File: src/rtl/dim_pair_sink.sv
// Two-entry FIFO sink for (width, height) pairs; each entry carries its zero-extended sum.
// Optional accepted-pair counter is enabled by defining DIM_PAIR_SINK_STATS_EN.
module dim_pair_sink #(
   parameter int WIDTH  = 10,
   parameter int HEIGHT = 2,
   parameter int CNT_W  = 16,
   localparam int SUM_W = ((WIDTH > HEIGHT) ? WIDTH : HEIGHT) + 1
) (
   input  logic              clock,
   input  logic              reset,
   input  logic              in_valid,
   input  logic [WIDTH-1:0]  in_width,
   input  logic [HEIGHT-1:0] in_height,
   output logic              in_ready,
   output logic              out_valid,
   output logic [WIDTH-1:0]  out_width,
   output logic [HEIGHT-1:0] out_height,
   output logic [SUM_W-1:0]  out_sum,
   input  logic              out_ready,
   output logic [CNT_W-1:0]  pair_count
);

   typedef enum logic [1:0] {
      EMPTY = 2'd0,
      ONE   = 2'd1,
      FULL  = 2'd2
   } state_t;

   state_t state, state_nxt;

   logic [WIDTH-1:0]  head_w, tail_w;
   logic [HEIGHT-1:0] head_h, tail_h;
   logic [SUM_W-1:0]  head_s, tail_s;
   logic              push, pop;
   logic              head_from_in, head_from_tail, tail_from_in;

   // Both operands widened before the add, so the carry is never lost.
   function automatic logic [SUM_W-1:0] dim_sum(input logic [WIDTH-1:0]  w,
                                                input logic [HEIGHT-1:0] h);
      return SUM_W'(w) + SUM_W'(h);
   endfunction

   assign in_ready  = (state != FULL);
   assign out_valid = (state != EMPTY);
   assign push      = in_valid & in_ready;
   assign pop       = out_valid & out_ready;

   always_ff @(posedge clock or posedge reset) begin
      if (reset) state <= EMPTY;
      else       state <= state_nxt;
   end

   always_comb begin
      state_nxt      = state;
      head_from_in   = 1'b0;
      head_from_tail = 1'b0;
      tail_from_in   = 1'b0;
      case (state)
         EMPTY: begin
            if (push) begin
               state_nxt    = ONE;
               head_from_in = 1'b1;
            end
         end
         ONE: begin
            if (push && !pop) begin
               state_nxt    = FULL;
               tail_from_in = 1'b1;
            end else if (push && pop) begin
               head_from_in = 1'b1;
            end else if (pop) begin
               state_nxt = EMPTY;
            end
         end
         FULL: begin
            if (pop) begin
               state_nxt      = ONE;
               head_from_tail = 1'b1;
            end
         end
         default: state_nxt = EMPTY;
      endcase
   end

   // Storage registers: head feeds the outputs, tail holds the second entry.
   always_ff @(posedge clock or posedge reset) begin
      if (reset) begin
         head_w <= '0;
         head_h <= '0;
         head_s <= '0;
         tail_w <= '0;
         tail_h <= '0;
         tail_s <= '0;
      end else begin
         if (head_from_in) begin
            head_w <= in_width;
            head_h <= in_height;
            head_s <= dim_sum(in_width, in_height);
         end else if (head_from_tail) begin
            head_w <= tail_w;
            head_h <= tail_h;
            head_s <= tail_s;
         end
         if (tail_from_in) begin
            tail_w <= in_width;
            tail_h <= in_height;
            tail_s <= dim_sum(in_width, in_height);
         end
      end
   end

   assign out_width  = head_w;
   assign out_height = head_h;
   assign out_sum    = head_s;

`ifdef DIM_PAIR_SINK_STATS_EN
   logic [CNT_W-1:0] cnt_q;

   always_ff @(posedge clock or posedge reset) begin
      if (reset)     cnt_q <= '0;
      else if (push) cnt_q <= cnt_q + 1'b1;
   end

   assign pair_count = cnt_q;
`else
   assign pair_count = '0;
`endif

endmodule
File: config.mk
export PLATFORM = sky130hd
export DESIGN_NAME = dim_pair_sink
export DESIGN_NICKNAME = d
export VERILOG_FILES = /design/src/rtl/dim_pair_sink.sv
export SDC_FILE = /design/constraint.sdc
export NUM_CORES = 1
export LEC_CHECK = 0
export ABC_AREA = 1
export CORE_MARGIN = 4
export CORE_UTILIZATION = 40
export CTS_CLUSTER_DIAMETER = 100
export CTS_CLUSTER_SIZE = 12
export DETAILED_ROUTE_END_ITERATION = 6
export GPL_TIMING_DRIVEN = 0
export HOLD_SLACK_MARGIN = 0.1
export PLACE_DENSITY = 0.66
export RECOVER_POWER = 100
export SYNTH_ARGS = -nofsm -noshare
export SYNTH_HDL_FRONTEND = slang
export SYNTH_SLANG_ARGS = --single-unit
File: constraint.sdc
create_clock -name clock -period 1.9 [get_ports clock]
set_input_delay 0.38 -clock clock [delete_from_list [all_inputs] [get_ports clock]]
set_output_delay 0.38 -clock clock [all_outputs]
set_load 0.05 [all_outputs]
==> reports/metrics.csv <==
metric,value,unit
Max Freq,540,MHz
CTS tree,yes,
critical path class,reg2out,
port buffer count,40,
"leading cell type in the layout, fill and taps excluded",nand2_1,
Area contributors post-synth,"dfrtp_1 (48%), nand2_1 (17%), buf_4 (5.7%), inv_1 (4.2%), nand3_1 (3.8%)",
WP buf/inv,1,
synth-to-layout area growth,26.3,%
R2R setup slack,280,ps
filler cell count,611,
"Reg clk slew, reported paths",80,ps
"Hold Violations, Final",0,
Ant. Diodes,0,
Yosys warning total,0,
htree depth,2,
final period utilization,0.974,
Sink Count,48,
Layout Nets,389,
Post-Route Setup TNS,0,ps
Post-Synthesis Cells,305,
Switch Pwr,1.41,mW
first-iteration detailed-routing DRC count,143,
Tmin final,1850,ps
Gate power share,0.398,
most frequent cells in the layout,"nand2_1 (114), dfrtp_1 (48), clkdlybuf4s50_1 (30)",
"Largest stage delay, worst path",810,ps
worst flop-to-flop path startpoint,state[1]$_DFFE_PP0P_,
critical path endpoint category,output port,
worst-margin pin slew,841,ps
cell breakdown of the critical path,clkdlybuf4s50_1,
switching share of power,0.407,
Synth Cell Area,0.00248,sq mm
routability cong.,0.856,
DP Wirelength,4080,um
drt total wl,5620,um
Root Driver,clkbuf_8,
run status,"finished, final reports clean",
clock group share of total power,0.180,
worst setup path endpoint,out_height[1],
R2R Path End,tail_s[2]$_DFFE_PP0P_,
ANT nets after route,0,
pin count of the biggest net entering global routing,29,
post-synth top area share,0.484,
Int Power,2.05,mW
Worst Setup SP,out_height[1]$_DFFE_PP0P_,
TritonRoute pass-1 iters,4,
sequential share of the synthesized area,0.484,
P per Cell Area,1100,mW/mm^2
initial antenna violation count,0,
"Req. time, crit path",1520,ps
max-slew violation count,0,
Reg2Reg Depth,7,
endpoints failing setup,0,
post-synth cell types,32,
Skew-Pair Late Insertion Delay,300,ps
die height,86.8,um
I/O pin cnt,57,
crit path DAT,1470,ps
Leak,1.61,nW
All-Layer GR Usage,0.164,
RSZ-0062 raised after global routing,no,
max cap viols,0,
total grt overflow,0,
"CP delay by family, top",buffers and inverters,
Slew headroom,0.438,
via/cell ratio,4.63,
site row count,28,
worst hold-check path type,in2reg,
hold path startpoint,in_width[0],
# DRC,0,
TritonCTS buffer count,5,
placed cells,436,
die area,0.00753,sq mm
crit-path max FO,2,
Critical Path Stages,1,
crit start category,flip-flop,
WL per Instance,12.6,um
Seq pwr share,0.422,
hold_buf cts,0,
Starting Density,0.417,
first-pass GRT wire length,9650,um
Max rail drop VDD,0.514,mV
Crit-path slowest cell,clkdlybuf4s50_1,
vias in the first global route,2025,
clock skew,6.16,ps
CTS Buffer Depth,2,
core area,0.00596,sq mm
overall die width,86.8,um
Avg Inst Size Synth,8.13,sq um
layout cells sized above 1,0.135,
Synth Register Bits,48,
via count,2064,
dominant cell type by area after synthesis,dfrtp_1,
Finished Layout Cells,446,
cell usage after synthesis, drive strengths merged:
cell type and number:
clkinv 1, o211ai 7, xnor2 1, xor2 1
a21oi 5, nor3b 1, conb 1, ha 2
nand4 2, dfrtp 48, o21ai 22, nand3 20
nor2 12, nand2 119, inv 32, o21a 1
o22ai 1, nor3 1, buf 26, o31ai 1
fa 1
cell type report:
cell class / instances / area, sq um / area share
sequential: 48 / 1200 / 0.383
tap: 75 / 93.8 / 0.0300
buffer: 26 / 201 / 0.0643
multi-input combinational: 213 / 1000 / 0.319
timing repair buffer: 43 / 418 / 0.133
clock buffer: 8 / 90.1 / 0.0288
inverter: 33 / 129 / 0.0411
power groups by stage:
stage               clock, mW  sequential, mW  combinational, mW
CTS                     0.653            1.46               1.42
detailed placement          0            1.48               1.42
global route            0.696            1.50               1.50
finish                  0.623            1.46               1.38
global placement            0            1.47               1.41
floorplan                   0            1.89              0.565
how the worst min path moves through the flow:
stage | end | slack [ps] | depth (start not counted)
3_5_place_dp | tail_w[3]$_DFFE_PP0P_ | 450 | 2
4_1_cts | out_sum[10]$_DFFE_PP0P_ | 420 | 2
2_1_floorplan | tail_w[2]$_DFFE_PP0P_ | 440 | 2
5_1_grt | out_width[0]$_DFFE_PP0P_ | 440 | 3
3_3_place_gp | tail_w[3]$_DFFE_PP0P_ | 450 | 2
6_report | tail_w[0]$_DFFE_PP0P_ | 440 | 3
state kept, by name, indices dropped and copies added, names as in the netlist:
register and flops:
out_width 10, tail_w 10, out_height 2, state 2, tail_h 2, tail_s 11, out_sum 11
kinds of logic after synthesis:
logic type | count (synthesis) | synth area share
buffers and inverters | 59 | 0.135
AOI/OAI and AO/OA | 37 | 0.0857
other | 1 | 0.00151
adders and majority gates | 3 | 0.0182
and+or+nand+nor | 155 | 0.269
xor gates and xnor gates | 2 | 0.00706
DFF | 48 | 0.484
what timing repair did:
| action | 4_1_cts | 5_1_grt |
|---|---|---|
| endpoints found under the setup margin | 10 | 10 |
| pin swaps | 1 | 3 |
| gates cloned | 0 | 0 |
| setup buffers | 0 | 2 |
| gates resized for setup | 6 | 6 |
worst register-to-register path: cells and delay by family, from the launching register on:
| kind | cells | cell delay [ps] |
|---|---|---|
| simple gates | 4 | 610 |
| flops | 1 | 450 |
| buf+inv | 3 | 460 |
metrics by stage:
step,setup WS [ps],hold slack (ps),power [mW],util,instance area (sq um)
after floorplan,313,437,2.46,-,2540
after global placement,-618,449,2.88,0.509,3030
after detailed placement,-432,453,2.90,0.512,3050
after CTS,17.3,424,3.54,0.529,3150
after global routing,0.168,438,3.70,0.526,3130
final,49.2,436,3.46,0.526,3130
per-layer routing:
| metal | global-route usage | wire length [um] | vias to the layer above |
|---|---|---|---|
| met4 | 0.0482 | 65 | 0 |
| li1 | - | - | 1053 |
| met1 | 0.229 | 2560 | 959 |
| met5 | 0 | 0 | - |
| met2 | 0.255 | 2670 | 46 |
| met3 | 0.0399 | 324 | 6 |
Note: power is estimated with default switching activity, not from simulation.
